### src/rtl/sd_pkg.sv
// sd_pkg: SD CRC generator polynomials and the CRC engine state type.
package sd_pkg;
    localparam logic [6:0]  SD_CRC7_POLY  = 7'h09;
    localparam logic [15:0] SD_CRC16_POLY = 16'h1021;
    typedef enum logic [1:0] {IDLE, SHIFT, DONE} crc_state_e;
endpackage

### src/rtl/sd_crc_step.sv
// sd_crc_step: one-bit MSB-first LFSR update of a CRC register.
module sd_crc_step #(
    parameter int              CRC_W = 7,
    parameter logic [CRC_W-1:0] POLY = 7'h09
) (
    input  logic [CRC_W-1:0] crc,
    input  logic             bit_in,
    output logic [CRC_W-1:0] nxt
);
    assign nxt = (crc << 1) ^ ((crc[CRC_W-1] ^ bit_in) ? POLY : '0);
endmodule

### src/rtl/sd_crc_engine.sv
// sd_crc_engine: bit-serial CRC7/CRC16 generator for SD frames.
// Define SD_CRC_CHECK_EN to add the crc_exp input and crc_match result.
module sd_crc_engine
    import sd_pkg::*;
#(
    parameter int               CRC_W  = 7,
    parameter logic [CRC_W-1:0] POLY   = SD_CRC7_POLY,
    parameter int               DATA_W = 8,
    parameter logic [CRC_W-1:0] INIT   = '0
) (
    input  logic              clk,
    input  logic              reset,
    input  logic              clear,
    input  logic              in_valid,
    input  logic [DATA_W-1:0] in_data,
    input  logic              in_last,
`ifdef SD_CRC_CHECK_EN
    input  logic [CRC_W-1:0]  crc_exp,
    output logic              crc_match,
`endif
    output logic              in_ready,
    output logic              busy,
    output logic [CRC_W-1:0]  crc_o,
    output logic              crc_valid
);
    localparam int BW = DATA_W > 1 ? $clog2(DATA_W) : 1;
    localparam logic [BW-1:0] LAST_BIT = BW'(DATA_W - 1);

    crc_state_e        state;
    logic [CRC_W-1:0]  crc, crc_nxt;
    logic [DATA_W-1:0] sreg;
    logic [BW-1:0]     bitcnt;
    logic              last_q, take;
`ifdef SD_CRC_CHECK_EN
    logic [CRC_W-1:0]  exp_q;
`endif

    // A new beat may land on the final bit of a non-last beat, giving back-to-back beats.
    assign in_ready = !clear && (state == IDLE || (state == SHIFT && bitcnt == '0 && !last_q));
    assign take     = in_valid && in_ready;

    sd_crc_step #(.CRC_W(CRC_W), .POLY(POLY)) u_step (
        .crc(crc), .bit_in(sreg[DATA_W-1]), .nxt(crc_nxt)
    );

    always_ff @(posedge clk) begin
        if (reset) begin
            state     <= IDLE;
            crc       <= INIT;
            crc_o     <= '0;
            crc_valid <= 1'b0;
            busy      <= 1'b0;
            sreg      <= '0;
            bitcnt    <= '0;
            last_q    <= 1'b0;
`ifdef SD_CRC_CHECK_EN
            crc_match <= 1'b0;
            exp_q     <= '0;
`endif
        end else if (clear) begin
            state     <= IDLE;
            crc       <= INIT;
            crc_valid <= 1'b0;
            busy      <= 1'b0;
`ifdef SD_CRC_CHECK_EN
            crc_match <= 1'b0;
`endif
        end else begin
            crc_valid <= 1'b0;
`ifdef SD_CRC_CHECK_EN
            crc_match <= 1'b0;
`endif
            case (state)
                IDLE: if (take) state <= SHIFT;
                SHIFT: begin
                    crc    <= crc_nxt;
                    sreg   <= sreg << 1;
                    bitcnt <= bitcnt - 1'b1;
                    if (bitcnt == '0) begin
                        if (last_q) begin
                            state     <= DONE;
                            crc_o     <= crc_nxt;
                            crc_valid <= 1'b1;
`ifdef SD_CRC_CHECK_EN
                            crc_match <= crc_nxt == exp_q;
`endif
                        end else if (!take) begin
                            state <= IDLE;
                        end
                    end
                end
                DONE: begin
                    crc   <= INIT;
                    busy  <= 1'b0;
                    state <= IDLE;
                end
                default: state <= IDLE;
            endcase
            // Accepted beats override the shift above.
            if (take) begin
                sreg   <= in_data;
                last_q <= in_last;
                bitcnt <= LAST_BIT;
                busy   <= 1'b1;
`ifdef SD_CRC_CHECK_EN
                if (in_last) exp_q <= crc_exp;
`endif
            end
        end
    end
endmodule
### config.mk
export PLATFORM = sky130hd
export DESIGN_NAME = sd_crc_engine
export DESIGN_NICKNAME = d
export VERILOG_FILES = /design/src/rtl/sd_pkg.sv /design/src/rtl/sd_crc_step.sv /design/src/rtl/sd_crc_engine.sv
export SDC_FILE = /design/constraint.sdc
export NUM_CORES = 1
export LEC_CHECK = 0
export BUFFER_PORTS_ARGS = -buffer_cell sky130_fd_sc_hd__buf_2
export CAP_MARGIN = 40
export CORE_MARGIN = 5
export CORE_UTILIZATION = 40
export DETAILED_ROUTE_END_ITERATION = 10
export PLACE_DENSITY_LB_ADDON = 0.3
export SKIP_LAST_GASP = 1
export SLEW_MARGIN = 20
export SYNTH_ARGS = -nofsm -noshare
export SYNTH_HDL_FRONTEND = slang
export SYNTH_SLANG_ARGS = --single-unit
### constraint.sdc
create_clock -name clk -period 2.25 [get_ports clk]
set_clock_uncertainty 0.2 [all_clocks]
set_input_delay 0.3375 -clock clk [delete_from_list [all_inputs] [get_ports clk]]
set_output_delay 0.3375 -clock clk [all_outputs]
set_load 0.01 [all_outputs]
# == Word level (Yosys, flattened, before mapping) ==
# Index checks and enable logic that the tools add are counted.
# totals
regBits,30
latchBits,0
mem_bits_rw,0
rom_bits,0
input_bits,13
out_inout_bits,10
memories,0
# op_classes
n_addsub,1
n_mul,0
div,0
n_lt_le_gt_ge,0
eq_ne,5
shifts,0
mux,14
bitwise_logic,5
reduce_logical,18
# ops
cell,count
2-to-1 mux 8 bit,2
one-hot mux 7 bit (2 select lines),1
2-to-1 mux 2 bit,4
XOR 7 x 4 -> 7 bit,1
2-to-1 mux 3 bit,2
nonzero test 2 bit,3
logical AND 1 bit,4
2-to-1 mux 4 bit,1
one-hot mux 2 bit (2 select lines),1
AND reduction 2 bit,2
AND reduction 4 bit,1
OR reduction 4 bit,1
zero test 3 bit,1
2-to-1 mux 1 bit,3
inequality test 3 bit (second input constant),1
inverter 1 bit,3
AND reduction 3 bit,1
subtractor 3 x 1 -> 3 bit (second input constant),1
equality test 2 x 1 -> 1 bit (second input constant),1
equality test 2 bit (second input constant),1
zero test 1 bit,2
zero test 2 bit,1
inequality test 2 x 1 -> 1 bit (second input constant),1
inequality test 2 bit (second input constant),1
3 further kinds,3

# == Logic depth before layout (Yosys ltp) ==
# Gate-level depths: netlist (run 1).
# depth
word_depth,10
depth_mapped,8
ltp_nobuf,5

# == Modules after synthesis ==
# Synthesis (run 1) repeated with hierarchy kept, for this count alone.
# unflattened
cells_unflattened,160
hier_area_um2,1493.9
# by_module_without_submodules
module,instances,cells_each,area_each_um2
sd_crc_engine,1,153,1423.9
sd_crc_step,1,7,70.1

# == Worst setup path before layout (run 1) ==
# Ideal clock, no wire load.
# synth_path
path_kind,reg-to-reg
startpoint,reg state[1]
endpoint,reg bitcnt[1]
setup_time_ns,0.071
arrival_time_ns,1.438
required_ns,1.979
slack_ns,0.541
stages_incl_launch_ff,8
period_less_slack_ns,1.709
cell_sequence,dfxtp_1 inv_1 ha_1 buf_4 nand2b_1 buf_2 mux2_2 a21oi_1
# synth_via
elab_chain_len,8
# synth_rtl
element,line_no,rtl
from (decl),sd_crc_engine.sv:29,crc_state_e state;
from (signal assigned),sd_crc_engine.sv:48,state <= IDLE;
from (signal assigned),sd_crc_engine.sv:61,state <= IDLE;
from (signal assigned),sd_crc_engine.sv:74,IDLE: if (take) state <= SHIFT;
equality test 2 x 1 -> 1 bit,"sd_crc_engine.sv:39, sd_crc_engine.sv:73",
logical AND 1 bit (2 in a row),sd_crc_engine.sv:39,assign in_ready = !clear && (state == IDLE || (state == SHIFT && bitcnt == '0 && !last_q));
logical OR 1 bit,sd_crc_engine.sv:39,
logical AND 1 bit,sd_crc_engine.sv:39,
logical AND 1 bit,sd_crc_engine.sv:40,assign take = in_valid && in_ready;
nonzero test 2 bit (no line),n/a,
AND reduction 2 bit (no line),n/a,
to (signal assigned),sd_crc_engine.sv:78,bitcnt <= bitcnt - 1'b1;
to (decl),sd_crc_engine.sv:32,logic [BW-1:0] bitcnt;
# Parallel ways exist; a longest one is shown, timed or not.
# A chain may end at the register's enable or synchronous reset.

# == Worst setup path after layout (run 1) ==
# layout_path
startpoint,reg state[1]
endpoint,out in_ready
# layout_via
elab_chain_len,5
# layout_rtl
element,line_no,rtl
equality test 2 x 1 -> 1 bit,sd_crc_engine.sv:39,
logical AND 1 bit (2 in a row),sd_crc_engine.sv:39,
logical OR 1 bit *,sd_crc_engine.sv:39,
logical AND 1 bit *,sd_crc_engine.sv:39,
to (decl),sd_crc_engine.sv:21,"output logic in_ready,"
# Mark *: on every way between the ends. The rest lies on a longest branch, timed or not.

==> impl_results.md, run 1 <==
- Status: finished clean
- Clk_lat worst skew: 0.29 ns
- Nets: between 150 and 200
- Top Ports: 23
- Cell Int Power: 1.08 mW
- Total CTS buffers: 5
- Syn-to-layout area delta: 19.0%
- Die Area: 4950 um2
- Chip Height: roughly 70 um
- Seq/Total Area, Yosys: between 40% and 50%
- Syn Area/Cell: roughly 9.4 um2
- Share of cells above drive strength 1: 22.7%
- Final core utilization: 48.1%
- Area post-placement: between 1500 and 2000 um2
- Clock root buffer: clkbuf_8
- Vias per Instance: 5.35
- DR DRC count: 0
- Combinational power share: a little under a tenth
- Vias in the first global route: 1178
- Pre-antenna DRT Iters: 4
- Row count: 22
- Critical path arrival: 1.55 ns
- PwrDens: 794 nW/um2
- Post-route non-filler standard cell count: 224
- Peak supply drop: between 0.2 and 0.3 mV
- Leak: around 0.69 nW
- Die width: approximately 70 um
- Fin. max-slew vios: 0
- Deepest clock path buffer count: 2
- Total power: about 1.4 mW
- # diodes: 0
- Worst-Margin Slew: approximately 0.53 ns
- Hold crit path type: in2reg
- Reg clk slew, reported paths: about 0.060 ns
- Largest net degree at the start of global routing: 22
- CP max FO: 9
- CTS tree: done
- Final Cell Area: 1730 um2
- Routed WL: 3.20 mm
- Minimum clock period: about 2.1 ns
- Max Cap Viol: 0
- GRT Total Usage: 14.2%
- Netlist cell types: 34
- IO buf count: 22
- Mapped Nets: roughly 170
- Final hold viol count: 0
- Total number of vias: around 1200
- Mapped Cells: 155
- Sw power: 0.299 mW
- DRT iter0 DRCs: 63
- CP Data Required Time: approximately 1.7 ns
- Net Sw Frac: 21.7%
- Yosys warnings: 0
- Endpoint class of the critical path: output port
- Clock share of power: roughly half
- Fillers: ~330
- Final setup vio count: 0
- Detailed Place HPWL: between 2 and 2.5 mm
- Core area: approximately 3600 um2
- Initial antenna violation count: 0
- Cells after DPL: around 220
- H-tree depth: 2
- Flops & latches, synth: 30
- Max Freq: about 480 MHz
- DRT antenna net count: 0
- Final GP Congestion: about 0.81
- Part of the power in registers: about two fifths
- CP Launch Type: flop
- Starting Density: about two fifths
- Slew margin rel.: 64.5%
- Clock Sinks: 30
- First-pass GRT wire length: roughly 5.5 mm
- Final worst-path cycle share: 92.7%
- Synthesized area: between 1000 and 1500 um2
- CP Class: reg2out
- DR WL/cell: 14.3 um
- GRT overflow: 0
- Sum Neg Setup Slack: 0 ns
-- layer usage --
metal  track usage (%)  up-vias  wire length (um)
li1                  -      598                 -
met1              16.5      575              1450
met2              23.5       21              1560
met3              5.18        5               139
met4              5.74        0                53
met5                 0        -                 0
-- synthesized netlist by cell type, drive strengths merged --
master   number  share of area [%]
nand2         6                1.5
nand4b        1               0.60
dfxtp        30                 41
clkbuf        6                1.5
o2bb2ai       1               0.60
nor4bb        1               0.69
nand4bb       1               0.77
inv           7                1.8
a21o          1               0.52
xor3          1                1.6
a211oi       13                8.1
nand3b        8                4.1
nand2b       11                4.7
o22ai         1               0.43
o211ai        1               0.52
nor2          2               0.52
mux2          1               0.77
a311oi        1               0.60
a21oi        20                6.9
nor3          2               0.69
or2           1               0.43
ha            6                5.2
xor2          2                1.2
and4b         1               0.69
mux2i         7                4.8
buf           5                2.3
nand3         7                2.4
a221oi        1                1.0
o21ai         9                3.1
xnor2         1               0.60
-- per-stage QoR --
stage	setup WS, ns	hold slack, ns
after floorplan	0.541	0.246
after global placement	0.392	0.255
after detailed placement	0.269	0.266
after CTS	0.0696	0.0951
after global routing	-0.000254	0.101
final	0.165	0.0987
-- critical path: stages, from the launching register on --
cell and delay (ns):
dfxtp_1 0.33, inv_1 0.09, ha_1 0.23, nand4bb_2 0.25
a21oi_1 0.22, buf_2 0.15
-- power by group through the flow --
| stage | Combinational, mW | Sequential (mW) | Clock, mW |
|---|---|---|---|
| finish | 0.126 | 0.560 | 0.689 |
| global route | 0.142 | 0.563 | 0.719 |
| CTS | 0.125 | 0.561 | 0.697 |
| detailed placement | 0.125 | 0.573 | 0 |
| global placement | 0.120 | 0.572 | 0 |
| floorplan | 0.0946 | 0.569 | 0 |
-- timing repair --
item / CTS / global route
buffers inserted: 0 / 0
hold endpoints to repair: 0 / 0
setup endpoints to repair: 0 / 1
gates resized for setup: 0 / 1
hold buffers: 0 / 0
-- area by class of cell --
class,instances,area (um2),share of cell area [%]
Tap cell,48,60.1,3.47
Timing Repair Buffer,24,125,7.22
Multi-Input combinational cell,107,778,44.9
Inverter,7,26.3,1.52
Clock buffer,6,82.6,4.77
Clock inverter,2,60.1,3.47
Sequential cell,30,601,34.7
-- flip-flops by register name, indices dropped and copies added (netlist names) --
signal / cells
busy: 1
crc_o: 7
last_q: 1
crc_valid: 1
crc: 7
sreg: 8
state: 2
bitcnt: 3
-- path summary, 6_finish.rpt --
kind | from | end | slack (ns) | cells after the start
worst max-delay path | state[1] | in_ready | 0.16 | 5
worst min-delay path | in_last | last_q | 0.1 | 3
worst max register to register | state[1] | sreg[7] | 0.31 | 5
worst min register to register | crc_o[4] | crc_o[4] | 0.27 | 2
-- layout by cell type (no fill, tap or decap), types with 7 or more instances in the layout --
master    instances
nand2b_1         11
inv_1             7
dfxtp_1          30
a21oi_1          20
mux2i_1           7
nand3_1           7
o21ai_0           8
a211oi_1          9
nand3b_1          8
buf_2            22
-- cell families after synthesis --
group | count (synthesis) | synth area share [%]
AOI/OAI and AO/OA | 48 | 21.7
and+or+nand+nor | 41 | 17.2
adders and majority gates | 6 | 5.15
DFF | 30 | 41.2
xor gates and xnor gates | 4 | 3.44
muxes | 8 | 5.58
buffers and inverters | 18 | 5.67
Note: power is estimated with default switching activity, not from simulation.
==> run 2, diff against run 1 <==
ABC_AREA = 1   (was default)
CTS_CLUSTER_DIAMETER = 120   (was default)
SLEW_MARGIN = 10   (was 20)
==> impl_results.md, run 2 <==
- Total power: 1.23 mW (-11%)
- Ys async rst share: 0% (unchanged)
- Critical path arrival: 1.51 ns (-0.04 ns)
- Top Ports: 23 (unchanged)
- Core area: 3280 um2 (-8.9%)
- Main combinational cell family by area after synthesis: simple AND/OR/NAND/NOR gates
- Share of cells above drive strength 1: 19.8% (-2.9 points)
- DRT iter0 DRCs: 108 (+71%)
- Main synth FF type: dfxtp_1
- Vias in the first global route: 1055 (-10%)
- Detailed Place HPWL: 1.98 mm (-12%)
- Endpoint class of the critical path: output port
- Clock share of power: 46.2% (-3.9 points)
- Minimum clock period: 2.05 ns (-0.0348 ns)
- Mux share of post-synthesis cell area: 0% (-5.6 points)
- Final setup vio count: 0 (unchanged)
- Total number of vias: 1160 (-3.3%)
- Commonest non-fill, non-tap cell in the layout: nand2_1
- Sw power: 0.267 mW (-11%)
- Final core utilization: 48.7% (+0.67 points)
- Netlist cell types: 22 (-35%)
- Syn Area/Cell: 7.45 um2 (-21%)
- Sum Neg Setup Slack: 0 ns (unchanged)
- Max FFs per register: 8 (unchanged)
- Die width: 67.9 um (-3.5%)
- Final hold viol count: 0 (unchanged)
- Chip Height: 67.9 um (-3.5%)
- Combinational power share: 8.6% (-0.6 points)
- Leak: 0.700 nW (+1.7%)
- Post-CTS Resized: 0 (unchanged)
- Net Sw Frac: 21.7% (-0.058 points)
- Hold crit path type: in2reg
- Max Cap Viol: 0 (unchanged)
- GRT Total Usage: 13.7% (-0.57 points)
- RSZ-0062 raised after global routing: false
- IO buf count: 22 (unchanged)
- Final GP Congestion: 0.728 (-10%)
- Reg with most FFs: sreg
- Reg clk slew, reported paths: 0.10 ns (+0.04 ns)
- Post-synth EDFFs: 0 (unchanged)
- GRT overflow: 0 (unchanged)
- Clock root buffer: clkbuf_4
- Clock Sinks: 30 (unchanged)
- Row count: 21 (-4.5%)
- Synth Area in Compound Gates: 14.5% (-7.3 points)
- Synth area leader: dfxtp_1
- Status: finished clean
- DRT antenna net count: 0 (unchanged)
- Starting Density: 40.8% (+0.45 points)
- Nets: 225 (+16%)
- Mapped Cells: 180 (+16%)
- Routed WL: 2.70 mm (-16%)
- Post-synthesis xor/xnor area fraction: 1.96% (-1.5 points)
- Top flop regs: sreg (8), crc (7), crc_o (7)
- Cell Int Power: 0.964 mW (-11%)
- Slew margin rel.: 73.0% (+8.5 points)
- DR DRC count: 0 (unchanged)
- Worst-Margin Slew: 0.403 ns (-0.129 ns)
- Yosys warnings: 0 (unchanged)
- Ranking of synthesized cells by area: dfxtp_1 (45%), nand2_1 (9.2%), nor2_1 (7.8%)
- PwrDens: 769 nW/um2 (-3.2%)
- DR WL/cell: 10.7 um (-25%)
- CP Class: reg2out
- H-tree depth: 2 (unchanged)
- Post-CTS Setup Bufs: 0 (unchanged)
- Part of the power in registers: 45.2% (+4.5 points)
- CP max FO: 3 (-6)
- CTS tree: done
- Syn-to-layout area delta: 19.3%
- Hold Buf Count CTS: 0 (unchanged)
- First-pass GRT wire length: 4.64 mm (-16%)
- Max Freq: 488 MHz (+1.7%)
- Synth cell count leaders: nand2_1 (33), dfxtp_1 (30), nor2_1 (28)
- Synthesized area: 1340 um2 (-7.9%)
- Pre-antenna DRT Iters: 5 (+1)
- Final setup margin: 0.200 ns (+0.0348 ns)
- Deepest clock path buffer count: 2 (unchanged)
- Clk_lat worst skew: 0.33 ns (+0.04 ns)
- Most frequent cell after synthesis: nand2_1
- Pre-CTS WS: 0.425 ns (+0.156 ns)
- Synth Area in Adders: 5.60% (+0.44 points)
- Share of the synthesized area in the top cell type: 44.8% (+3.5 points)
- Commonest cells after routing, fill and taps aside: nand2_1 (33), dfxtp_1 (30), nor2_1 (28), buf_2 (22), o21ai_0 (19)
- Total CTS buffers: 5 (unchanged)
- Fin. max-slew vios: 0 (unchanged)
- Initial antenna violation count: 0 (unchanged)
- Post-Synth Simple-Gate Area: 25.2% (+8.0 points)
- Vias per Instance: 4.58 (-14%)
- Flops & latches, synth: 30 (unchanged)
- CP Launch Type: flop
- Die Area: 4610 um2 (-6.8%)
- Mapped Nets: 199 (+14%)
- # diodes: 0 (unchanged)
- Seq/Total Area, Yosys: 44.8% (+3.5 points)
- Final worst-path cycle share: 91.1% (-1.5 points)
- Worst r2r path cells: 10 (+5)
- Peak supply drop: 0.403 mV (+40%)
- Largest net degree at the start of global routing: 17 (-23%)
- Worst hold path cell count: 3 (unchanged)
- CP Data Required Time: 1.71 ns (about the same)
## run 2: cell count changes in the layout (fill, tap and decap cells not counted), moves of 4 or more
cell	before	now
mux2i_1	7	0
inv_1	7	17
nand3b_1	8	1
a211oi_1	9	0
nand2_1	6	33
o21ai_0	8	19
nor2_1	2	28
clkbuf_4	0	5
nand2b_1	11	0
a211oi_2	4	0
clkbuf_8	6	1
## run 2: area by class of cell
cell class / count / area [um2]
fill: 347 / 1680
sequential: 30 / 601
timing repair buffer: 23 / 118
inverter: 21 / 80.1
tap: 46 / 57.6
clock buffer: 6 / 51.3
multi-input combinational: 125 / 633
clock inverter: 2 / 60.1
## run 2: cell families (layout without fill, tap and decap cells)
kind of cell,Yosys count,count (layout)
adders and majority gates,6,6
AOI/OAI and AO/OA,38,38
and+or+nand+nor,78,78
DFF,30,30
xor gates and xnor gates,3,3
buffers and inverters,25,52
## run 2: path summary, 6_finish.rpt
path | start | slack [ns] | end
worst max-delay path | state[1] | 0.20 | in_ready
worst max register to register | state[1] | 0.44 | sreg[5]
worst min-delay path | in_data[1] | 0.03 | sreg[1]
worst min register to register | crc[4] | 0.28 | crc[5]
## run 2: power by group through the flow
stage,clock network (mW),logic (mW),registers [mW]
final,0.569,0.105,0.556
after global routing,0.602,0.121,0.558
after CTS,0.576,0.107,0.556
after detailed placement,0,0.106,0.569
after global placement,0,0.106,0.568
after floorplan,0,0.0772,0.567
## run 2: critical path, cell delays in order, from the launching register on
cell and delay (ns):
dfxtp_1 0.34, inv_1 0.10, ha_1 0.20, inv_2 0.06
nor2_2 0.09, nand2_1 0.09, a21oi_1 0.16, buf_2 0.16
## run 2: per-layer routing
metal,wire (um),GRT usage [%],part of all wire (%)
met3,135,3.45,5.0
met4,48,8.19,1.8
met1,1350,17.8,50
met5,0,0,0
met2,1160,20.2,43
## run 2: metrics by stage
stage,instance area (um2),hold slack [ns],std cells
after detailed placement,1490,0.272,245
after global routing,1600,0.0238,253
after floorplan,1340,0.251,180
after global placement,1490,0.262,245
after CTS,1600,0.0275,253
final,1600,0.0296,253
==> run 3, diff against run 2 <==
PLACE_DENSITY_LB_ADDON = 0.12   (was 0.3)
==> impl_results.md, run 3 (synthesized netlist as in run 2, its figures left out) <==
- Sum Neg Setup Slack: 0 ns (unchanged)
- Pre-CTS WS: 0.379 ns (-0.0463 ns)
- Max FFs per register: 8 (unchanged)
- Final GP Congestion: 0.788 (+8.2%)
- Final setup vio count: 0 (unchanged)
- Clock root buffer: clkbuf_4
- RSZ-0062 raised after global routing: false
- Die width: 67.9 um (unchanged)
- Post-route non-filler standard cell count: 252 (-0.40%)
- Largest net degree at the start of global routing: 17 (unchanged)
- Status: finished clean
- Flop2flop setup slack: 0.39 ns (-0.05 ns)
- GRT overflow: 0 (unchanged)
- Chip Height: 67.9 um (unchanged)
- Slew margin rel.: 72.7% (-0.31 points)
- H-tree depth: 2 (unchanged)
- Top Ports: 23 (unchanged)
- Hold crit path type: in2reg
- GRT Total Usage: 14.4% (+0.71 points)
- Worst hold path cell count: 3 (unchanged)
- DRT iter0 DRCs: 55 (-49%)
- Cell chain of the critical path: inv_1 -> ha_1 -> inv_2 -> nor2_2 -> nand2_1 -> a21oi_2 -> buf_2
- DRT antenna net count: 0 (unchanged)
- Commonest cells after routing, fill and taps aside: nand2_1 (33), dfxtp_1 (30), nor2_1 (28), buf_2 (22), o21ai_0 (19)
- Minimum clock period: 2.05 ns (-0.000855 ns)
- Endpoint class of the critical path: output port
- Total CTS buffers: 5 (unchanged)
- CP Class: reg2out
- Share of cells above drive strength 1: 19.9% (+0.096 points)
- CP Launch Type: flop
- Leak: 0.686 nW (-2.0%)
- Crit-path max cell delay: 0.34 ns (about the same)
- CTS tree: done
- Worst Hold End: sreg[2]
- Top flop regs: sreg (8), crc (7), crc_o (7)
- Deepest clock path buffer count: 2 (unchanged)
- Worst-Margin Slew: 0.408 ns (+0.00460 ns)
- Vias in the first global route: 1147 (+8.7%)
- IO buf count: 22 (unchanged)
- CP max FO: 3 (unchanged)
- Final setup margin: 0.200 ns (+0.000855 ns)
- Max Freq: 488 MHz (about the same)
- Die Area: 4610 um2 (unchanged)
- Starting Density: 40.8% (unchanged)
- Routed WL: 2.76 mm (+2.1%)
- PwrDens: 699 nW/um2 (-9.0%)
- Clk_lat worst skew: 0.32 ns (about the same)
- Vias per Instance: 4.56 (-0.64%)
- Detailed Place HPWL: 2.08 mm (+4.7%)
- Pre-antenna DRT Iters: 4 (-1)
- Row count: 21 (unchanged)
- Final worst-path cycle share: 91.1% (about the same)
- Peak supply drop: 0.374 mV (-7.4%)
- # diodes: 0 (unchanged)
- RR Startpoint: state[1]
- CP Data Required Time: 1.71 ns (about the same)
- Reg2reg end: sreg[4]
- Reg clk slew, reported paths: 0.09 ns (about the same)
- DR WL/cell: 10.9 um (+2.5%)
- Final hold viol count: 0 (unchanged)
- Commonest non-fill, non-tap cell in the layout: nand2_1
- Slowest-stage cell, CP: dfxtp_1
- Total number of vias: 1148 (-1.0%)
- Critical path arrival: 1.51 ns (about the same)
- Clock Sinks: 30 (unchanged)
- Fillers: 344 (-0.86%)
- Cells after DPL: 245 (unchanged)
- Initial antenna violation count: 0 (unchanged)
- Core area: 3280 um2 (unchanged)
- Reg with most FFs: sreg
- Nets: 225 (unchanged)
- Max Cap Viol: 0 (unchanged)
- Fin. max-slew vios: 0 (unchanged)
- Post-CTS Setup Bufs: 0 (unchanged)
- Syn-to-layout area delta: 17.4%
- Fin Hold WS: 0.0360 ns (+0.00645 ns)
- First-pass GRT wire length: 4.89 mm (+5.5%)
- Worst r2r path cells: 10 (unchanged)
- DR DRC count: 0 (unchanged)
- Min-Delay Startpoint: in_data[2]
[run 3: cell types whose count changed in the layout (fill, tap and decap cells not counted)]
cell,previous run,this run
a21oi_1,18,17
a21oi_2,1,2
bufinv_16,2,1
[run 3: final cells by class]
class	count	area, um2	area share (%)
Clock buffer	6	51.3	3.26
Clock inverter	1	30.0	1.91
Inverter	21	80.1	5.09
Multi-Input combinational cell	125	637	40.5
Sequential cell	30	601	38.2
Tap cell	46	57.6	3.66
Timing Repair Buffer	23	118	7.47
[run 3: timing repair]
action | in CTS | in global routing
hold buffers | 0 | 0
setup endpoints to repair | 0 | 1
resized for setup | 0 | 1
[run 3: worst max path at each step]
| stage | cells past startpoint | to | slack [ns] | from |
|---|---|---|---|---|
| global placement | 10 | state[1] | 0.47 | state[1] |
| floorplan | 10 | sreg[7] | 0.69 | state[1] |
| finish | 7 | in_ready | 0.20 | state[1] |
| CTS | 7 | in_ready | 0.13 | state[1] |
| global route | 7 | in_ready | 0.03 | state[1] |
| detailed placement | 10 | sreg[4] | 0.38 | state[1] |
[run 3: power breakdown]
part / switching (mW) / internal (mW)
sequential: 0.00818 / 0.548
combinational: 0.0673 / 0.0396
clock: 0.180 / 0.259
[run 3: critical path, delay by kind of cell, from the launching register on]
kind,cells,cell delay [ns]
buffers and inverters,3,0.31
AOI/OAI and AO/OA,1,0.15
and+or+nand+nor,2,0.22
DFF,1,0.34
adders and majority gates,1,0.18
[run 3: routing by layer]
metal / part of all wire, % / vias to the layer above / global-route usage (%)
li1: - / 629 / -
met1: 51 / 493 / 18.3
met2: 42 / 20 / 21.6
met3: 5.0 / 6 / 5.42
met4: 1.7 / 0 / 6.20
met5: 0 / - / 0
[run 3: metrics by stage]
| stage | area (um2) | power (mW) | util [%] |
|---|---|---|---|
| 2_1_floorplan | 1340 | 0.644 | - |
| 3_3_place_gp | 1490 | 0.672 | 45.3 |
| 3_5_place_dp | 1490 | 0.675 | 45.3 |
| 4_1_cts | 1570 | 1.12 | 47.8 |
| 5_1_grt | 1570 | 1.16 | 47.9 |
| 6_report | 1570 | 1.10 | 47.9 |
